===== config.mk =====
export PLATFORM = sky130hd
export DESIGN_NAME = fp_mul_pipe
export DESIGN_NICKNAME = d
export VERILOG_FILES = /design/src/rtl/fp_pkg.sv /design/src/rtl/fp_round_pack.sv /design/src/rtl/fp_mul_pipe.sv
export SDC_FILE = /design/constraint.sdc
export NUM_CORES = 2
export LEC_CHECK = 0
export BUFFER_PORTS_ARGS = -buffer_cell sky130_fd_sc_hd__buf_2
export CAP_MARGIN = 20
export CORE_MARGIN = 2
export CORE_UTILIZATION = 55
export DETAILED_ROUTE_END_ITERATION = 8
export HOLD_SLACK_MARGIN = 0.08
export PLACE_DENSITY_LB_ADDON = 0.12
export SLEW_MARGIN = 40
export SYNTH_ARGS = -nofsm -noshare
export SYNTH_HDL_FRONTEND = slang
export SYNTH_SLANG_ARGS = --single-unit

===== constraint.sdc =====
create_clock -name clk -period 6.8 [get_ports clk]
set_input_delay 0.34 -clock clk [delete_from_list [all_inputs] [get_ports clk]]
set_output_delay 0.34 -clock clk [all_outputs]
set_load 0.01 [all_outputs]

===== src/rtl/fp_pkg.sv =====
// Shared definitions for the floating-point multiply pipeline: operand
// classes, flag bit positions and exponent helper functions.
package fp_pkg;

  typedef enum logic [2:0] {
    CLS_ZERO,
    CLS_NORMAL,
    CLS_INF,
    CLS_QNAN,
    CLS_SNAN
  } fp_cls_e;

  // flags = {invalid, overflow, underflow, inexact}
  localparam int FLAG_INEXACT   = 0;
  localparam int FLAG_UNDERFLOW = 1;
  localparam int FLAG_OVERFLOW  = 2;
  localparam int FLAG_INVALID   = 3;
  localparam int FLAG_W         = 4;

  localparam int STAGES = 3;

  function automatic int exp_bias(input int exp_w);
    return (1 << (exp_w - 1)) - 1;
  endfunction

  function automatic int exp_max(input int exp_w);
    return (1 << exp_w) - 1;
  endfunction

endpackage


===== src/rtl/fp_round_pack.sv =====
// Final stage of the multiplier: normalize the raw significand product,
// round to nearest even, choose special results and pack the output word.
module fp_round_pack
  import fp_pkg::*;
#(
  parameter int EXP_W = 8,
  parameter int MAN_W = 23
) (
  input  logic                     sign,
  input  fp_cls_e                  cls_a,
  input  fp_cls_e                  cls_b,
  input  logic signed [EXP_W+1:0]  exp_sum,
  input  logic [2*MAN_W+1:0]       prod,
  output logic [EXP_W+MAN_W:0]     result,
  output logic [FLAG_W-1:0]        flags
);

  localparam int PW  = 2 * (MAN_W + 1);
  localparam int EW2 = EXP_W + 2;
  localparam logic signed [EW2-1:0] EMAX = EW2'(exp_max(EXP_W));
  localparam logic [EXP_W+MAN_W:0] QNAN =
    {1'b0, {EXP_W{1'b1}}, 1'b1, {(MAN_W-1){1'b0}}};

  logic                  msb, g, r, st, inc;
  logic [MAN_W-1:0]      frac;
  logic [MAN_W:0]        frac_r;
  logic signed [EW2-1:0] e_fin;
  logic                  nan_in, snan_in, inf_zero, any_inf, any_zero;

  // Normalize to one leading integer bit, then RNE round; a carry out of
  // the fraction bumps the exponent (the fraction is already zero then).
  always_comb begin
    msb = prod[PW-1];
    if (msb) begin
      frac = prod[PW-2 -: MAN_W];
      g    = prod[PW-2-MAN_W];
      r    = prod[PW-3-MAN_W];
      st   = |prod[PW-4-MAN_W:0];
    end else begin
      frac = prod[PW-3 -: MAN_W];
      g    = prod[PW-3-MAN_W];
      r    = prod[PW-4-MAN_W];
      st   = |prod[PW-5-MAN_W:0];
    end
    inc    = g & (frac[0] | r | st);
    frac_r = {1'b0, frac} + (MAN_W+1)'(inc);
    e_fin  = exp_sum + EW2'(msb) + EW2'(frac_r[MAN_W]);
  end

  // Special-operand priority: NaN / inf*0, then inf, then zero, then the
  // rounded finite result with overflow/underflow saturation.
  always_comb begin
    nan_in   = (cls_a == CLS_QNAN) || (cls_a == CLS_SNAN) ||
               (cls_b == CLS_QNAN) || (cls_b == CLS_SNAN);
    snan_in  = (cls_a == CLS_SNAN) || (cls_b == CLS_SNAN);
    inf_zero = ((cls_a == CLS_INF) && (cls_b == CLS_ZERO)) ||
               ((cls_a == CLS_ZERO) && (cls_b == CLS_INF));
    any_inf  = (cls_a == CLS_INF) || (cls_b == CLS_INF);
    any_zero = (cls_a == CLS_ZERO) || (cls_b == CLS_ZERO);
    result   = '0;
    flags    = '0;
    if (nan_in || inf_zero) begin
      result              = QNAN;
      flags[FLAG_INVALID] = snan_in || inf_zero;
    end else if (any_inf) begin
      result = {sign, {EXP_W{1'b1}}, {MAN_W{1'b0}}};
    end else if (any_zero) begin
      result = {sign, {(EXP_W+MAN_W){1'b0}}};
    end else if (!e_fin[EW2-1] && (e_fin >= EMAX)) begin
      result               = {sign, {EXP_W{1'b1}}, {MAN_W{1'b0}}};
      flags[FLAG_OVERFLOW] = 1'b1;
      flags[FLAG_INEXACT]  = 1'b1;
    end else if (e_fin[EW2-1] || (e_fin == '0)) begin
      result                = {sign, {(EXP_W+MAN_W){1'b0}}};
      flags[FLAG_UNDERFLOW] = 1'b1;
      flags[FLAG_INEXACT]   = 1'b1;
    end else begin
      result              = {sign, e_fin[EXP_W-1:0], frac_r[MAN_W-1:0]};
      flags[FLAG_INEXACT] = g | r | st;
    end
  end

endmodule


===== src/rtl/fp_mul_pipe.sv =====
// Three-stage floating-point multiplier with a global stall:
// S1 unpack/classify, S2 significand multiply + exponent add,
// S3 normalize/round/pack (fp_round_pack) into the output register.
module fp_mul_pipe
  import fp_pkg::*;
#(
  parameter int EXP_W = 8,
  parameter int MAN_W = 23
) (
  input  logic                     clk,
  input  logic                     rst,
  input  logic                     in_valid,
  output logic                     in_ready,
  input  logic [EXP_W+MAN_W:0]     a,
  input  logic [EXP_W+MAN_W:0]     b,
  output logic                     out_valid,
  input  logic                     out_ready,
  output logic [EXP_W+MAN_W:0]     result,
  output logic [FLAG_W-1:0]        flags
);

  localparam int XLEN = 1 + EXP_W + MAN_W;
  localparam int SW   = MAN_W + 1;
  localparam int PW   = 2 * SW;
  localparam int EW2  = EXP_W + 2;
  localparam logic signed [EW2-1:0] BIAS = EW2'(exp_bias(EXP_W));

  function automatic fp_cls_e classify(input logic [XLEN-1:0] x);
    logic [EXP_W-1:0] e;
    logic [MAN_W-1:0] f;
    e = x[MAN_W +: EXP_W];
    f = x[MAN_W-1:0];
    if (e == '0) return CLS_ZERO;   // subnormals flush to zero
    if (e != '1) return CLS_NORMAL;
    if (f == '0) return CLS_INF;
    return f[MAN_W-1] ? CLS_QNAN : CLS_SNAN;
  endfunction

  logic [STAGES:1]       vld_pipe;
  logic                  advance;

  logic                  s1_sign;
  fp_cls_e               s1_cls_a, s1_cls_b;
  logic [EXP_W-1:0]      s1_ea, s1_eb;
  logic [SW-1:0]         s1_ma, s1_mb;

  logic                  s2_sign;
  fp_cls_e               s2_cls_a, s2_cls_b;
  logic signed [EW2-1:0] s2_exp;
  logic [PW-1:0]         s2_prod;

  logic [XLEN-1:0]       rp_result;
  logic [FLAG_W-1:0]     rp_flags;

  // Whole pipe moves together; it only freezes when the output is held.
  assign advance   = !vld_pipe[STAGES] || out_ready;
  assign in_ready  = advance;
  assign out_valid = vld_pipe[STAGES];

  // Stage valid bits shift with the pipe; reset drops everything in flight.
  always_ff @(posedge clk) begin
    if (rst)          vld_pipe <= '0;
    else if (advance) vld_pipe <= {vld_pipe[STAGES-1:1], in_valid};
  end

  // S1/S2 datapath; payload of bubbles is don't-care, guarded by vld_pipe.
  always_ff @(posedge clk) begin
    if (advance) begin
      s1_sign  <= a[XLEN-1] ^ b[XLEN-1];
      s1_cls_a <= classify(a);
      s1_cls_b <= classify(b);
      s1_ea    <= a[MAN_W +: EXP_W];
      s1_eb    <= b[MAN_W +: EXP_W];
      s1_ma    <= {1'b1, a[MAN_W-1:0]};
      s1_mb    <= {1'b1, b[MAN_W-1:0]};

      s2_sign  <= s1_sign;
      s2_cls_a <= s1_cls_a;
      s2_cls_b <= s1_cls_b;
      s2_exp   <= $signed({2'b00, s1_ea}) + $signed({2'b00, s1_eb}) - BIAS;
      s2_prod  <= PW'(s1_ma) * PW'(s1_mb);
    end
  end

  fp_round_pack #(.EXP_W(EXP_W), .MAN_W(MAN_W)) u_round_pack (
    .sign    (s2_sign),
    .cls_a   (s2_cls_a),
    .cls_b   (s2_cls_b),
    .exp_sum (s2_exp),
    .prod    (s2_prod),
    .result  (rp_result),
    .flags   (rp_flags)
  );

  // S3 output register; holds while stalled so the consumer sees stable data.
  always_ff @(posedge clk) begin
    if (rst) begin
      result <= '0;
      flags  <= '0;
    end else if (advance && vld_pipe[STAGES-1]) begin
      result <= rp_result;
      flags  <= rp_flags;
    end
  end

endmodule


; After elaboration in Yosys (flattened, before gate mapping)
; Index checks and enable logic that the tools add are counted.
[classes]
n_lt_le_gt_ge = 1
n_eq_ne = 8
muxes = 50
n_reduce_logical = 26
addsub = 5
n_bitwise = 6
n_mul = 1
[op_table]
columns = op, n
row1 = 31-bit 2-to-1 mux, 4
row2 = 3-bit 2-to-1 mux, 17
row3 = 24-bit by 24-bit multiplier with 48-bit output, 1
row4 = 23-bit zero test, 2
row5 = 32-bit 2-to-1 mux, 1
row6 = 1-bit 2-to-1 mux, 27
row7 = 23-bit by 1-bit adder with 24-bit output, 1
row8 = 23-bit 2-to-1 mux, 1
row9 = 22-bit OR reduction, 1
row10 = 21-bit OR reduction, 1
row11 = 10-bit by 1-bit adder with 10-bit output, 2
row12 = 8-bit zero test, 2
row13 = "8-bit inequality test, second input constant", 2
row14 = "3-bit by 2-bit == test with 1-bit output, second input constant", 4
row15 = 1-bit logical OR, 11
row16 = "10-bit by 9-bit >= comparator with 1-bit output, second input constant", 1
row17 = 10-bit zero test, 1
row18 = "9-bit by 7-bit subtractor with 10-bit output, second input constant", 1
row19 = 8-bit by 8-bit adder with 9-bit output, 1
row20 = "3-bit == test, second input constant", 2
row21 = 3-bit zero test, 2
row22 = 1-bit logical AND, 4
row23 = 1-bit bitwise OR, 4
row24 = 1-bit zero test, 2
row25 = other kinds (2), 2
[totals]
reg_bits = 173
input_bits = 68
word_cells = 112

; Logic depth before layout (Yosys ltp)
[logic_depth]
word_depth = 13
depth_mapped = 26
ltp_nobuf = 24

; Cells and area by module
; A second synthesis with hierarchy kept.
[hier_totals]
hier_cells = 2824
area_unflattened_um2 = 26743.1
[modules_own_cells]
columns = module, area_per_inst_um2, cells_each, instances
row1 = fp_mul_pipe, 24731.2, 2533, 1
row2 = fp_round_pack, 2011.9, 291, 1

; Worst setup path before layout
; Ideal clock, no wire load.
[synth_path]
path_type = register to register
startpoint = register s1_ma[13]
endpoint = register s2_prod[43] (data pin)
slack_ps = 75
stages_incl_launch_ff = 26
synth_period_minus_slack_ps = 6725
setup_ps = 264
arrival_time_ps = 6461
path_buffers = 1
cell_sequence = edfxtp_1 > clkbuf_1 > nand2_1 > fa_1 > inv_1 > fa_1 > inv_1 > fa_1 > inv_1 > fa_1 > inv_1 > fa_1 > inv_1 > fa_1 > inv_1 > fa_1 > inv_1 > ha_1 > a21o_1 > a21o_1 > a21oi_1 > o21ai_0 > o2111a_2 > o31a_1 > a2111oi_4 > nor3_2
[synth_via]
elab_chain_cells = 1
[synth_rtl]
columns = element, line_no
row1 = from (decl), fp_mul_pipe.sv:45  ; logic [SW-1:0] s1_ma, s1_mb;
row2 = from (signal assigned), fp_mul_pipe.sv:74  ; s1_ma <= {1'b1, a[MAN_W-1:0]};
row3 = 24-bit by 24-bit multiplier with 48-bit output, fp_mul_pipe.sv:81  ; s2_prod <= PW'(s1_ma) * PW'(s1_mb);
row4 = to (signal assigned), fp_mul_pipe.sv:81
row5 = to (decl), fp_mul_pipe.sv:50  ; logic [PW-1:0] s2_prod;
; No other way between the ends.
; A chain may end at the register's enable or synchronous reset.

; Final worst setup path
[layout_path]
startpoint = register s1_mb[0]
endpoint = register s2_prod[43] (data pin)
[layout_via]
elab_chain_cells = 1
[layout_rtl]
columns = element, line_no
row1 = from (decl), fp_mul_pipe.sv:45
row2 = from (signal assigned), fp_mul_pipe.sv:75  ; s1_mb <= {1'b1, b[MAN_W-1:0]};
row3 = 24-bit by 24-bit multiplier with 48-bit output, fp_mul_pipe.sv:81
; No other way between the ends.

==> reports/results.md <==
| Group | Item | Reported |
| --- | --- | --- |
| route | Vias | 19,560 |
| logic synthesis | Count of mapped cells out of synthesis | 2,718 |
| clock tree | TritonCTS Sinks | 173 |
| logic synthesis | Leading register cell type out of synthesis | sky130_fd_sc_hd__edfxtp_1 |
| min path | Worst hold path type | input pin to flip-flop |
| logic synthesis | Post-Synthesis Cell Area | 26,250 sq um |
| global routing | Total routing usage reported by global routing | 30.56% |
| placed design | Post-DP HPWL | 60.32 mm |
| floorplanning | Total die area | 49,500 sq um |
| logic synthesis | Synthesized netlist net count | 3,461 |
| timing | Maximum frequency from static timing analysis | 0.1485 GHz |
| logic synthesis | Yosys warns | 0 |
| route | Number of design-rule violations left by the first detailed-router iteration | 1,388 |
| final layout | Number of nets in the layout | 3,722 |
| worst setup path | CP startpoint kind | flip-flop |
| worst setup path | Critical path type | flip-flop to flip-flop |
| placed design | # port buffers | 105 |
| run status | Outcome | completed |
| logic synthesis | Fraction of the yosys area taken by sequential cells | 18.30% |
| timing | Worst-margin pin slew | 819.3 ps |
| worst setup path | Critical path fanouts, max | 15 |
| floorplanning | Die boundary height | 222.5 microns |
| clock tree | Clock slew at reported path FFs | 90 ps |
| floorplanning | Boundary Pins | 106 |
| global routing | Total gr overflow | 0 |
| route | Routed length per placed instance | 20.20 microns |
| global routing | Number of antenna violations at the first check in global routing | 2 |
| logic synthesis | Mean area per synthesized cell | 9.659 sq um |
| timing | Period utilization | 99.03% |
| floorplanning | Width of the die | 222.5 microns |
| final layout | Antenna cell count | 0 |
| logic synthesis | Top post-synthesis cells by area | sky130_fd_sc_hd__fa_1, sky130_fd_sc_hd__edfxtp_1, sky130_fd_sc_hd__ha_1, sky130_fd_sc_hd__inv_1, sky130_fd_sc_hd__and2_1 |
| global routing | First-pass GRT wire length | 114.2 mm |
| timing | Count of endpoints failing hold in the final timing report | 0 |
| clock tree | Number of clock buffers inserted by TritonCTS | 17 |
| clock tree | Skew-Pair Late Insertion Delay | 500 ps |
| route | Total length of routed wires | 72.85 mm |
| clock tree | Clock root buffer master | sky130_fd_sc_hd__clkbuf_16 |
| timing | Clock Skews | 22.08 ps |
| timing | Setup repair after global routing missed its margin | true |
| timing | Final setup fails | 0 |
| logic synthesis | Fraction of post-synthesis cell area in the top cell type by area | 36.91% |
| clock tree | Maximum number of buffers from clock root to sink | 2 |
| timing | Total count of max-transition violations in the final report | 0 |
| floorplanning | Standard-cell rows | 80 |
| logic synthesis | Number of flops mapped to enable cells by yosys | 134 |
| floorplanning | Initial Util | 55.33% |
| global routing | Via count of the first global-routing pass | 20,610 |
| route | Pre-Repair DR Iteration Count | 7 |
| timing | Time the worst path needs with I/O delays and setup | 6734 ps |
| final layout | Share of cells above drive strength 1 | 13.17% |
| logic synthesis | Number of distinct library cell variants in the gate-level netlist after synthesis | 80 |
| logic synthesis | Share of async-settable or async-resettable flops after synthesis | 0% |
| route | Detailed-route vias per instance | 5.422 |
| floorplanning | Core Area | 47,450 sq um |
| logic synthesis | Library cell with the largest summed area after synthesis | sky130_fd_sc_hd__fa_1 |
| run | Maximum Capacitance Violations | 0 |
| worst setup path | Critical Path RT | 7050 ps |
| timing | Worst hold margin | 136.8 ps |
| placed design | Routability-driven placement congestion ratio | 0.8926 |
| route | DRC | 0 |
| logic synthesis | Flops & latches, synth | 173 |
| final layout | Area growth from synthesis to layout | 15.33% |
| route | Number of routed nets with antenna violations | 0 |
| timing | Slew Limit Headroom | 45.35% |
| global routing | Maximum number of pins on one net before global-route repair | 78 |
| clock tree | Depth of the CTS H-tree | 4 |
| worst setup path | Crit path capture type | flip-flop |
| worst setup path | Arr. time, crit path | 6980 ps |
| clock tree | CTS tree | built |
==> flip-flops by register name, summed over array words and instances, names as in the netlist, 4 cells and up <==
signal,cells
s2_prod,48
result,32
s1_ma,23
s1_mb,23
s2_exp,10
s1_ea,8
s1_eb,8
flags,4
==> per-layer routing <==
| metal | routed length [microns] | vias to the layer above | track usage [%] |
|---|---|---|---|
| met4 | 2667 | 2 | 11.67 |
| met1 | 31760 | 9771 | 42.80 |
| li1 | - | 8896 | - |
| met3 | 6714 | 113 | 8.120 |
| met2 | 31690 | 776 | 45.79 |
| met5 | 17 | - | 0 |
==> synthesized netlist by cell type, types with 17 or more instances <==
library cell and n:
sky130_fd_sc_hd__xor2_1 42, sky130_fd_sc_hd__dfxtp_1 39, sky130_fd_sc_hd__a21oi_1 69, sky130_fd_sc_hd__nand4_1 21, sky130_fd_sc_hd__o21ai_0 43, sky130_fd_sc_hd__inv_1 598, sky130_fd_sc_hd__nor4_1 20, sky130_fd_sc_hd__nor2_1 73
sky130_fd_sc_hd__nor3_1 20, sky130_fd_sc_hd__clkbuf_1 108, sky130_fd_sc_hd__nand2_1 323, sky130_fd_sc_hd__and3_1 17, sky130_fd_sc_hd__edfxtp_1 134, sky130_fd_sc_hd__and2_1 262, sky130_fd_sc_hd__xnor2_1 39, sky130_fd_sc_hd__a22o_1 21
sky130_fd_sc_hd__ha_1 191, sky130_fd_sc_hd__nand3_1 20, sky130_fd_sc_hd__fa_1 484, sky130_fd_sc_hd__a21o_1 28
==> area by class of cell <==
| type | count | area, sq um |
|---|---|---|
| clock buffers | 17 | 425.4 |
| clock inverters | 15 | 222.7 |
| fillers | 3966 | 17170 |
| inverters | 600 | 2261 |
| multi-input cells | 1831 | 19050 |
| flip-flops and latches | 173 | 4805 |
| well taps | 615 | 769.5 |
| repair buffers | 356 | 2749 |
==> cells in the final DEF, fill, tap and decap left out, types with 20 or more instances in the layout <==
cell	Yosys	final
sky130_fd_sc_hd__xor2_1	42	42
sky130_fd_sc_hd__dfxtp_1	39	39
sky130_fd_sc_hd__dlygate4sd3_1	0	57
sky130_fd_sc_hd__nor3_1	20	20
sky130_fd_sc_hd__nand3_1	20	20
sky130_fd_sc_hd__o21ai_0	43	40
sky130_fd_sc_hd__edfxtp_1	134	134
sky130_fd_sc_hd__a21o_1	28	28
sky130_fd_sc_hd__buf_2	2	105
sky130_fd_sc_hd__buf_4	2	166
sky130_fd_sc_hd__a21oi_1	69	57
sky130_fd_sc_hd__a22o_1	21	21
sky130_fd_sc_hd__nand2_1	323	322
sky130_fd_sc_hd__fa_1	484	483
sky130_fd_sc_hd__xnor2_1	39	39
sky130_fd_sc_hd__nand4_1	21	21
sky130_fd_sc_hd__ha_1	191	181
sky130_fd_sc_hd__nor2_1	73	71
sky130_fd_sc_hd__and2_1	262	260
sky130_fd_sc_hd__inv_1	598	596
==> through the flow <==
step	worst slack, ps	TNS [ps]	utilization [%]	std cells	instance area, sq um
detailed placement	-164.8	-505.9	60.08	3500	28500
floorplan	74.52	0	-	2718	26250
global route	-159.0	-783.3	63.82	3607	30280
finish	66.22	0	63.82	3607	30280
global placement	-104.2	-104.5	60.04	3499	28480
CTS	0.8624	0	62.83	3590	29810
==> repair_timing <==
item,in CTS,in global routing
cloned,0,0
pin swaps,13,12
resized for setup,22,53
setup buffers,1,17
hold buffers,57,0
hold endpoints to repair,57,0
endpoints found under the setup margin,7,17
==> worst max-delay path: stages, from the launching register on <==
cell,delay (ps)
sky130_fd_sc_hd__edfxtp_1,430
sky130_fd_sc_hd__buf_8,180
sky130_fd_sc_hd__and2_1,180
sky130_fd_sc_hd__fa_1,520
sky130_fd_sc_hd__fa_1,560
sky130_fd_sc_hd__inv_1,60
sky130_fd_sc_hd__fa_1,500
sky130_fd_sc_hd__fa_1,530
sky130_fd_sc_hd__inv_1,60
sky130_fd_sc_hd__fa_1,480
sky130_fd_sc_hd__fa_1,500
sky130_fd_sc_hd__inv_1,60
sky130_fd_sc_hd__fa_1,490
sky130_fd_sc_hd__inv_1,50
sky130_fd_sc_hd__ha_1,300
sky130_fd_sc_hd__a21oi_2,170
sky130_fd_sc_hd__o21bai_1,90
sky130_fd_sc_hd__a21oi_2,150
sky130_fd_sc_hd__o21ai_2,100
sky130_fd_sc_hd__o2111a_2,320
sky130_fd_sc_hd__o31a_1,350
sky130_fd_sc_hd__a2111oi_4,330
sky130_fd_sc_hd__nor3_2,60
==> cells by family (layout without fill, tap and decap cells) <==
kind of cell	after synthesis	count (layout)	share of synthesized area, %
buffers and inverters	714	988	10.25
and+or+nand+nor	806	806	15.44
muxes	20	20	0.7864
AOI/OAI and AO/OA	249	249	6.515
adders and majority gates	675	675	46.01
DFF	173	173	18.30
xor gates and xnor gates	81	81	2.702
==> worst paths after layout <==
kind	startpoint	endpoint	slack [ps]	cells past startpoint
max	s1_mb[0]	s2_prod[43]	70	22
min	a[5]	s1_ma[5]	140	1
max reg2reg	s1_mb[0]	s2_prod[43]	70	22
min reg2reg	s1_cls_a[1]	s2_cls_a[1]	420	0
Power is left out: the tool's default activity adds up to more than one toggle a clock period on the data nets, which glitch-free logic cannot reach.
